**config.mk**
```make
export PLATFORM = sky130hd
export DESIGN_NAME = fpnew_result_fifo
export DESIGN_NICKNAME = d
export VERILOG_FILES = /design/src/rtl/fpnew_result_fifo.sv
export SDC_FILE = /design/constraint.sdc
export NUM_CORES = 1
export LEC_CHECK = 0
export CORE_MARGIN = 2
export CORE_UTILIZATION = 35
export DETAILED_ROUTE_END_ITERATION = 12
export REMOVE_ABC_BUFFERS = 1
export SLEW_MARGIN = 20
export SYNTH_ARGS = -nofsm -noshare
export SYNTH_HDL_FRONTEND = slang
export SYNTH_SLANG_ARGS = --single-unit
```
**constraint.sdc**
```tcl
create_clock -name clk_i -period 3.9 [get_ports clk_i]
set_input_delay 0.78 -clock clk_i [delete_from_list [all_inputs] [get_ports clk_i]]
set_output_delay 0.78 -clock clk_i [all_outputs]
set_load 0.005 [all_outputs]
```
**src/rtl/fpnew_result_fifo.sv**
```systemverilog
// Result buffer behind an opgroup: queues {result, status, ext bit, tag} and
// accumulates sticky IEEE exception flags for every entry that retires.

package fpnew_pkg;
  typedef struct packed {
    logic NV;
    logic DZ;
    logic OF;
    logic UF;
    logic NX;
  } status_t;
endpackage

module fpnew_result_fifo #(
  parameter int unsigned Width   = 32,
  parameter int unsigned Depth   = 4,
  parameter type         TagType = logic
) (
  input  logic                     clk_i,
  input  logic                     rst_i,
  input  logic                     flush_i,
  input  logic                     in_valid_i,
  output logic                     in_ready_o,
  input  logic [Width-1:0]         result_i,
  input  fpnew_pkg::status_t       status_i,
  input  logic                     extension_bit_i,
  input  TagType                   tag_i,
  output logic                     out_valid_o,
  input  logic                     out_ready_i,
  output logic [Width-1:0]         result_o,
  output fpnew_pkg::status_t       status_o,
  output logic                     extension_bit_o,
  output TagType                   tag_o,
  output logic [4:0]               fflags_o,
  input  logic                     fflags_clr_i,
  output logic [$clog2(Depth):0]   usage_o,
  output logic                     busy_o
);

  localparam int unsigned AddrWidth = $clog2(Depth);
  localparam logic [AddrWidth:0] FullCount = (AddrWidth + 1)'(Depth);

  typedef struct packed {
    logic [Width-1:0]   result;
    fpnew_pkg::status_t status;
    logic               ext_bit;
    TagType             tag;
  } entry_t;

  entry_t               mem [Depth];
  entry_t               head;
  logic [AddrWidth-1:0] wr_ptr_q, rd_ptr_q;
  logic [AddrWidth:0]   usage_q;
  logic [4:0]           fflags_q, fflags_d;
  logic                 push, pop;

  // Handshake signals come only from registered occupancy, never from the
  // opposite side's valid/ready, so a full buffer refuses a push even when
  // it pops in the same cycle.
  assign in_ready_o  = (usage_q != FullCount);
  assign out_valid_o = (usage_q != '0);
  assign push        = in_valid_i & in_ready_o & ~flush_i;
  assign pop         = out_valid_o & out_ready_i & ~flush_i;

  assign head            = out_valid_o ? mem[rd_ptr_q] : '0;
  assign result_o        = head.result;
  assign status_o        = head.status;
  assign extension_bit_o = head.ext_bit;
  assign tag_o           = head.tag;

  assign usage_o  = usage_q;
  assign busy_o   = out_valid_o;
  assign fflags_o = fflags_q;

  // A clear and a pop in the same cycle keep the popped flags.
  always_comb begin
    fflags_d = fflags_clr_i ? 5'b0 : fflags_q;
    if (pop) fflags_d = fflags_d | status_o;
  end

  // NOTE: storage has no reset; occupancy alone decides what is valid, so
  // clearing the array would only cost reset fan-out.
  always_ff @(posedge clk_i) begin
    if (push) mem[wr_ptr_q] <= '{result:  result_i,
                                 status:  status_i,
                                 ext_bit: extension_bit_i,
                                 tag:     tag_i};
  end

  // NOTE: all state here uses non-blocking assignments so every register
  // samples the pre-edge values of its neighbours.
  always_ff @(posedge clk_i) begin
    if (rst_i) begin
      wr_ptr_q <= '0;
      rd_ptr_q <= '0;
      usage_q  <= '0;
      fflags_q <= '0;
    end else begin
      fflags_q <= fflags_d;
      if (flush_i) begin
        wr_ptr_q <= '0;
        rd_ptr_q <= '0;
        usage_q  <= '0;
      end else begin
        if (push) wr_ptr_q <= wr_ptr_q + AddrWidth'(1);
        if (pop)  rd_ptr_q <= rd_ptr_q + AddrWidth'(1);
        case ({push, pop})
          2'b10:   usage_q <= usage_q + (AddrWidth + 1)'(1);
          2'b01:   usage_q <= usage_q - (AddrWidth + 1)'(1);
          default: usage_q <= usage_q;
        endcase
      end
    end
  end

endmodule

```
== Word level (Yosys, flattened, before mapping) ==
Memories as Yosys holds them, arrays and structs flattened. A register that Yosys moved wholly into a read port is not among the register bits.
Index checks and enable logic that the tools add are counted.

* Add/subtract/negate cells: 4
* Multiply operators: 0
* Div/mod/pow operators: 0
* Magnitude comparators: 0
* Equal/unequal tests: 3
* Shifts and indexed selects: 0
* Mux-type cells: 8
* Bitwise logic cells: 6
* Reduce and logical (&&, ||, !) cells: 3

{| class="wikitable"
|+ Operators by type and width
! kind !! number
|-
| 39-bit two-way mux || 1
|-
| 5-bit two-way mux || 2
|-
| 3-bit case mux with 2 select lines || 1
|-
| 5-bit bitwise OR || 1
|-
| 2-bit by 1-bit adder with 2-bit output, second input constant || 2
|-
| 1-bit bitwise AND || 4
|-
| 2-bit two-way mux || 2
|-
| 3-bit by 1-bit adder with 3-bit output, second input constant || 1
|-
| 3-bit != test, second input constant || 1
|-
| 3-bit nonzero test || 1
|-
| 3-bit by 1-bit subtractor with 3-bit output, second input constant || 1
|-
| 2-bit by 1-bit equality test with 1-bit output, second input constant || 1
|-
| 2-bit equality test, second input constant || 1
|-
| 1-bit two-way mux || 2
|-
| 2-bit nonzero test || 1
|-
| 2-bit OR reduction || 1
|-
| 1-bit NOT || 1
|}

* Bits in registers: 12
* Latch bits: 0
* Bits in writable memories: 156
* ROM bits: 0
* Input bits: 45
* Output and inout port bits: 50
* Word-level logic and storage cells: 29
* Memories: 1

{| class="wikitable"
|+ Memories
! name !! words !! bits a word !! rd ports !! clocked after Yosys merged registers in !! wr ports !! line !! RTL
|-
| mem || 4 || 39 || 1 || 1 || 1 || 50 || <nowiki>entry_t mem [Depth];</nowiki>
|}

== Longest topological paths before layout ==
Gate-level depths: netlist (run 1).

* Word-level depth: 5
* Gate-level depth with buffers: 9
* Mapped depth without buffers: 9

== Worst setup path after synthesis (run 1) ==
No wires, ideal clock.

* Path type: in2reg
* Start point: input port in_valid_i
* End point: memory mem[0][0] in the netlist's numbering (enable)
* Setup time: 0.400 ns
* Arrival: 2.113 ns
* Data required time: 3.500 ns
* Setup slack: 1.387 ns
* Stages on the path: 3
* Buffers on the path: 0
* Path through: inv_1 > nor3_1 > and2_1

* Cells in the longest elaborated chain, start to end: 4

{| class="wikitable"
|+ Ends and longest elaborated chain
! what !! line !! RTL
|-
| start: declaration || 22 || <nowiki>input logic in_valid_i,</nowiki>
|-
| 1-bit bitwise AND (2 in a row) || 62 || <nowiki>assign push = in_valid_i & in_ready_o & ~flush_i;</nowiki>
|-
| 1-bit two-way mux || 84 || <nowiki>if (push) mem[wr_ptr_q] <= '{result: result_i,</nowiki>
|-
| 1-bit two-way mux (implied by the code) || 84 ||
|-
| end: declaration || 50 ||
|}

Every way passes these cells.

==> summary.txt, run 1 <==
Run status
  • Status: complete, no violations

Setup path
  • CP endpoint kind: primary output
  • Critical path type: flip-flop to primary output
  • Critical path launch point type: flip-flop
  • Max Fanout on Critical Path: 29
  • R2r worst-path depth: 9
  • Data arrival time of the worst path: 2.63 ns
  • Worst Path Required: 3.12 ns

STA
  • Fin crit share: 0.874
  • Peak Freq: 0.293 GHz
  • Final hold viol count: 0
  • Fin crit period: 3.41 ns
  • Setup violations, final: 0
  • Setup TNS: 0 ns
  • Worst slew pin tran: 0.626 ns
  • RSZ-0062 raised after global routing: no
  • Max Slew Vio Count: 0
  • Clock Skews: 0.00714 ns
  • Slew headroom: 0.583

Synthesis
  • Largest cells by area after synthesis: edfxtp_1 72%, mux4_2 13%, dfxtp_1 4.3%
  • EDFF count, synth: 156
  • Post-synth top area share: 0.719
  • Post-Syn Area: 6510 sq um
  • Distinct cells, synth: 24
  • Yosys warns: 0
  • Most common flop cell mapped by yosys: edfxtp_1
  • Post-synthesis cell count: 315
  • Post-Syn Area per Cell: 20.7 sq um
  • Area leader, netlist: edfxtp_1
  • Post-synthesis async set-or-reset flop share: 0
  • Post-synthesis sequential area ratio: 0.762
  • Post-synthesis register bit count: 170

Run
  • Max-Cap Viols: 0

Global routing
  • Initial antenna violation count: 0
  • Largest net degree at the start of global routing: 41
  • GRT Overall Usage: 0.134
  • First-pass GRT wire length: 19.7 mm
  • Number of global-route vias before repair: 3537
  • Global route overflow: 0

Final layout
  • Commonest non-fill, non-tap cell in the layout: edfxtp_1
  • N_diodes: 0
  • Synth-to-layout area growth: 27.0%
  • NumNets Final: 473
  • Most frequent cells in the layout: 156 x edfxtp_1, 94 x clkdlybuf4s50_1, 39 x mux4_2, 39 x nor2b_1, 17 x clkbuf_16
  • Layout cells sized above 1: 0.194

Power
  • Power per cell area: 447 nW/um^2
  • Pleak: 2.56 nW
  • Peak supply drop: 0.307 mV
  • Total power: 3.70 mW

Routing
  • Wirelength per Cell: 18.7 um
  • Via/cell ratio: 4.85
  • Total Wirelength: 12.4 mm
  • DRC: 0
  • DRT Pass-1 Iters: 4
  • Final ANT Viol Nets: 0
  • Vias: 3214
  • DRT iter0 DRCs: 188

Hold path
  • Worst hold path class: flip-flop to flip-flop
  • Worst Hold Depth: 1

Clocking
  • Reg clk slew, reported paths: 0.06 ns
  • Worst skew pair latency: 0.41 ns
  • Hold Buf Count CTS: 0
  • CTS H-tree depth: 4
  • Post-CTS setup repair buffer count: 0
  • CTS resizes: 0
  • CTS tree: yes
  • Inserted Clock Buffers: 17
  • Max Root-Sink Buffers: 2
  • Clock Tree Root: clkbuf_16
  • Clock Sinks: 170

Floorplan
  • Initial Utilization: 0.360
  • Ports: 95
  • Core box area: 18100 sq um
  • Chip width: 140 um
  • Rows: 49
  • Die H: 140 um
  • Area of the die: 19700 sq um

Place
  • RD Place Congestion: 0.707
  • Final HPWL from detailed placement: 7.04 mm
  • Port Buf Inserts: 94
-- final timing paths --
kind                      startpoint                      end  slack (ns)
min           fflags_o[3]$_SDFF_PP0_   fflags_o[3]$_SDFF_PP0_        0.49
min reg2reg   fflags_o[3]$_SDFF_PP0_   fflags_o[3]$_SDFF_PP0_        0.49
max reg2reg  usage_o[2]$_SDFFE_PP0P_  usage_o[2]$_SDFFE_PP0P_        1.52
max                        flip-flop             result_o[20]        0.49
-- metrics by stage --
| step | std cells | area [sq um] | utilization | setup slack [ns] | hold WS, ns |
|---|---|---|---|---|---|
| 3_3_place_gp | 632 | 7750 | 0.428 | 0.895 | 0.460 |
| 6_report | 663 | 8270 | 0.457 | 0.491 | 0.491 |
| 5_1_grt | 663 | 8270 | 0.457 | 0.311 | 0.506 |
| 2_1_floorplan | 301 | 6430 | - | 0.406 | 0.475 |
| 4_1_cts | 663 | 8270 | 0.457 | 0.399 | 0.492 |
| 3_5_place_dp | 632 | 7750 | 0.428 | 0.881 | 0.477 |
-- cell usage after synthesis, types with 4 or more instances --
cell and instances:
edfxtp_1 156, mux4_2 39, nor2b_1 39, dfxtp_1 14, inv_1 9, nor2_1 9
clkbuf_1 7, a22o_1 5, ha_1 5, a21oi_1 4, and2_1 4, xor2_1 4
-- cell type report --
class,instances,area (sq um)
Sequential cell,170,4970
Inverter,9,33.8
Tap cell,229,287
Clock buffer,18,429
Timing Repair Buffer,102,1010
Fill cell,1542,9810
Clock inverter,13,97.6
Multi-Input combinational cell,122,1440
-- power by group --
| group | internal (mW) | switching [mW] |
|---|---|---|
| clock | 0.814 | 0.686 |
| combinational | 0.0997 | 0.0720 |
| sequential | 2.02 | 0.0101 |
-- worst max-delay path: stages (launching register included) --
cell	delay [ns]
dfxtp_4	0.76
buf_4	0.30
mux4_2	0.51
nor2b_1	0.16
clkdlybuf4s50_1	0.48
-- layer usage --
layer  GRT usage  vias to the layer above  routed length (um)
met2       0.218                       66                6100
met4      0.0351                        0                 123
met5           0                        -                   0
met3      0.0462                       13                 563
met1       0.172                     1674                5590
li1            -                     1461                   -
-- sequential cells by signal, summed over array words and instances (netlist names), named ones only --
| name | cells |
|---|---|
| usage_o | 3 |
| wr_ptr_q | 2 |
| mem | 156 |
| fflags_o | 5 |
| rd_ptr_q | 2 |
-- logic make-up (layout without fill, tap and decap cells) --
| kind of cell | Yosys count | after routing | share of synthesized area |
|---|---|---|---|
| buf+inv | 23 | 142 | 0.0177 |
| xor+xnor | 4 | 4 | 0.00538 |
| compound gates | 14 | 14 | 0.0146 |
| mux | 39 | 39 | 0.135 |
| simple gates | 59 | 59 | 0.0526 |
| flops | 170 | 170 | 0.762 |
| fa+ha+maj | 6 | 6 | 0.0127 |
Power figures use the tool's default switching activity.
==> run 2, diff against run 1 <==
ABC_AREA = 1   (was not set)
==> summary.txt, run 2 <==
Run status
  • Status: complete, no violations

Setup path
  • Max Fanout on Critical Path: 47
  • Worst R2R Start: usage_o[0]$_SDFFE_PP0P_
  • Crit path cell chain: buf_4 -> nor2_1 -> nor2_1 -> o21ai_0 -> a21oi_1 -> clkdlybuf4s50_1
  • CP endpoint kind: primary output
  • CP max stage cell: dfxtp_4
  • Reg-to-reg slack, setup: 1.62 ns
  • Family with the most delay on the worst path: buffers and inverters
  • Buf/Inv on CP: 2
  • CP peak stage delay: 0.68 ns
  • Most used cell, CP: nor2_1
  • Critical path launch point type: flip-flop
  • RR Endpoint: mem[3][15]$_DFFE_PP_
  • Critical path type: flip-flop to primary output
  • Worst Path Required: 3.12 ns
  • Data arrival time of the worst path: 2.64 ns
  • R2r worst-path depth: 5

Hold path
  • WHS Endpoint: fflags_o[2]$_SDFF_PP0_
  • Worst hold path class: flip-flop to flip-flop
  • Worst Hold Depth: 2
  • Worst Min Path Start: fflags_o[2]$_SDFF_PP0_

Final layout
  • Layout cells sized above 1: 0.0774
  • Most frequent cells in the layout: 156 x edfxtp_1, 148 x nor2_1, 94 x clkdlybuf4s50_1
  • NumNets Final: 697
  • N_diodes: 0
  • Max reg flops: 156
  • Synth-to-layout area growth: 26.6%
  • Largest Register: mem
  • Commonest non-fill, non-tap cell in the layout: edfxtp_1
  • Cell Count, Final, Fillers Out: 919
  • Fillers: 1719

Synthesis
  • Post-Syn Area per Cell: 12.2 sq um
  • Distinct cells, synth: 21
  • Post-synthesis register bit count: 170
  • Area leader, netlist: edfxtp_1
  • Most instantiated cells after synthesis: 156 x edfxtp_1, 152 x nor2_1, 53 x o21ai_0
  • Most common flop cell mapped by yosys: edfxtp_1
  • Post-synthesis cell count: 553
  • Yosys warns: 0
  • Post-synth top area share: 0.695
  • Most common cell in the netlist: edfxtp_1
  • Post-synthesis async set-or-reset flop share: 0
  • Largest cells by area after synthesis: edfxtp_1 69%, nor2_1 8.5%, dfxtp_1 4.2%
  • Post-synthesis sequential area ratio: 0.736
  • Post-Syn Area: 6740 sq um
  • EDFF count, synth: 156

Clocking
  • Clock Tree Root: clkbuf_16
  • Clock Sinks: 170
  • CTS tree: yes
  • Worst skew pair latency: 0.42 ns
  • Max Root-Sink Buffers: 2
  • Inserted Clock Buffers: 17
  • Hold Buf Count CTS: 0
  • Reg clk slew, reported paths: 0.06 ns
  • CTS H-tree depth: 4
  • Post-CTS setup repair buffer count: 0
  • CTS resizes: 0

Power
  • Clock share of power: 0.437
  • Power per cell area: 467 nW/um^2
  • Peak supply drop: 0.328 mV
  • Comb power frac: 0.053
  • Flop pwr share: 0.510
  • Internal cell power: 3.19 mW
  • Switching Power: 795 uW
  • Switching share of power: 0.200
  • Pleak: 2.88 nW

Floorplan
  • Initial Utilization: 0.358
  • Area of the die: 20400 sq um
  • Die H: 143 um
  • Chip width: 143 um
  • Ports: 95
  • Core box area: 18800 sq um
  • Rows: 50

Global routing
  • GRT Overall Usage: 0.153
  • Global route overflow: 0
  • Initial antenna violation count: 1
  • Number of global-route vias before repair: 4474
  • Largest net degree at the start of global routing: 79
  • First-pass GRT wire length: 23.7 mm

STA
  • Fin crit share: 0.878
  • Max Slew Vio Count: 0
  • Slew headroom: 0.461
  • Peak Freq: 0.292 GHz
  • Clock Skews: 0.00397 ns
  • Fin crit period: 3.42 ns
  • RSZ-0062 raised after global routing: no
  • Worst slew pin tran: 0.807 ns
  • Setup TNS: 0 ns
  • Setup violations, final: 0
  • Final hold viol count: 0

Place
  • RD Place Congestion: 0.766
  • Placed cells: 887
  • Port Buf Inserts: 94
  • Final HPWL from detailed placement: 9.50 mm

Routing
  • Wirelength per Cell: 16.3 um
  • Total Wirelength: 14.9 mm
  • DRT iter0 DRCs: 324
  • DRC: 0
  • DRT Pass-1 Iters: 5
  • Via/cell ratio: 4.73
  • Final ANT Viol Nets: 0
  • Vias: 4350

Run
  • Max-Cap Viols: 0
run 2: cell count changes in the layout (fill, tap and decap cells not counted), moves of 7 or more:
cell	change
a21oi_1	+41
nor2_1	+139
inv_1	+7
nand2_1	+38
o21ai_0	+50
nor2b_1	-39
mux4_2	-39
o21ai_1	+20
nand3_1	+12
run 2: cell families after synthesis:
kind of cell,share of synthesized area
DFF,0.736
xor gates and xnor gates,0.00130
and+or+nand+nor,0.121
buffers and inverters,0.0401
AOI/OAI and AO/OA,0.0889
adders and majority gates,0.0122
run 2: power groups by stage:
stage | clock network [mW] | registers (mW) | logic (mW)
2_1_floorplan | 0 | 2.07 | 0.0674
3_3_place_gp | 0 | 2.07 | 0.208
3_5_place_dp | 0 | 2.07 | 0.212
4_1_cts | 1.76 | 2.03 | 0.214
5_1_grt | 1.83 | 2.03 | 0.233
6_report | 1.74 | 2.03 | 0.209
run 2: layout make-up:
class,instances,area (sq um),share of cell area
clock buffer,19,433,0.0507
clock inverter,13,175,0.0205
inverter,19,76.3,0.00895
multi-input combinational,334,1540,0.180
sequential,170,4970,0.582
tap,260,325,0.0381
timing repair buffer,104,1020,0.119
run 2: layer usage:
metal  global-route usage  vias up  wire, um
li1                     -     2110         -
met1                0.192     2107      6600
met2                0.258      113      7340
met3               0.0409       18       794
met4               0.0516        2       189
met5                    0        -        13
run 2: worst max-delay path by stage:
| stage | from | endpoint | slack, ns | cells past startpoint |
|---|---|---|---|---|
| after floorplan | flip-flop | status_o[0] | 0.76 | 5 |
| after global placement | flush_i | mem[3][17]$_DFFE_PP_ | 0.91 | 5 |
| after detailed placement | flush_i | mem[3][0]$_DFFE_PP_ | 0.86 | 5 |
| after CTS | flip-flop | result_o[22] | 0.45 | 6 |
| after global routing | flip-flop | result_o[22] | 0.27 | 6 |
| final | flip-flop | result_o[22] | 0.48 | 6 |
run 2: through the flow:
stage | worst slack (ns) | instance area (sq um) | utilization | hold WS (ns) | total power [mW]
floorplan | 0.757 | 6550 | - | 0.454 | 2.14
global placement | 0.915 | 7920 | 0.421 | 0.454 | 2.28
detailed placement | 0.856 | 7920 | 0.421 | 0.465 | 2.28
CTS | 0.454 | 8530 | 0.453 | 0.474 | 4.01
global route | 0.269 | 8530 | 0.453 | 0.493 | 4.10
finish | 0.476 | 8530 | 0.453 | 0.472 | 3.98
run 2: tightest hold or removal path, delay by kind of cell, from the launching register on:
kind	cells	cell delay [ns]
flip-flops	1	0.31
AO/OA/AOI/OAI	1	0.06
AND/OR/NAND/NOR	1	0.06
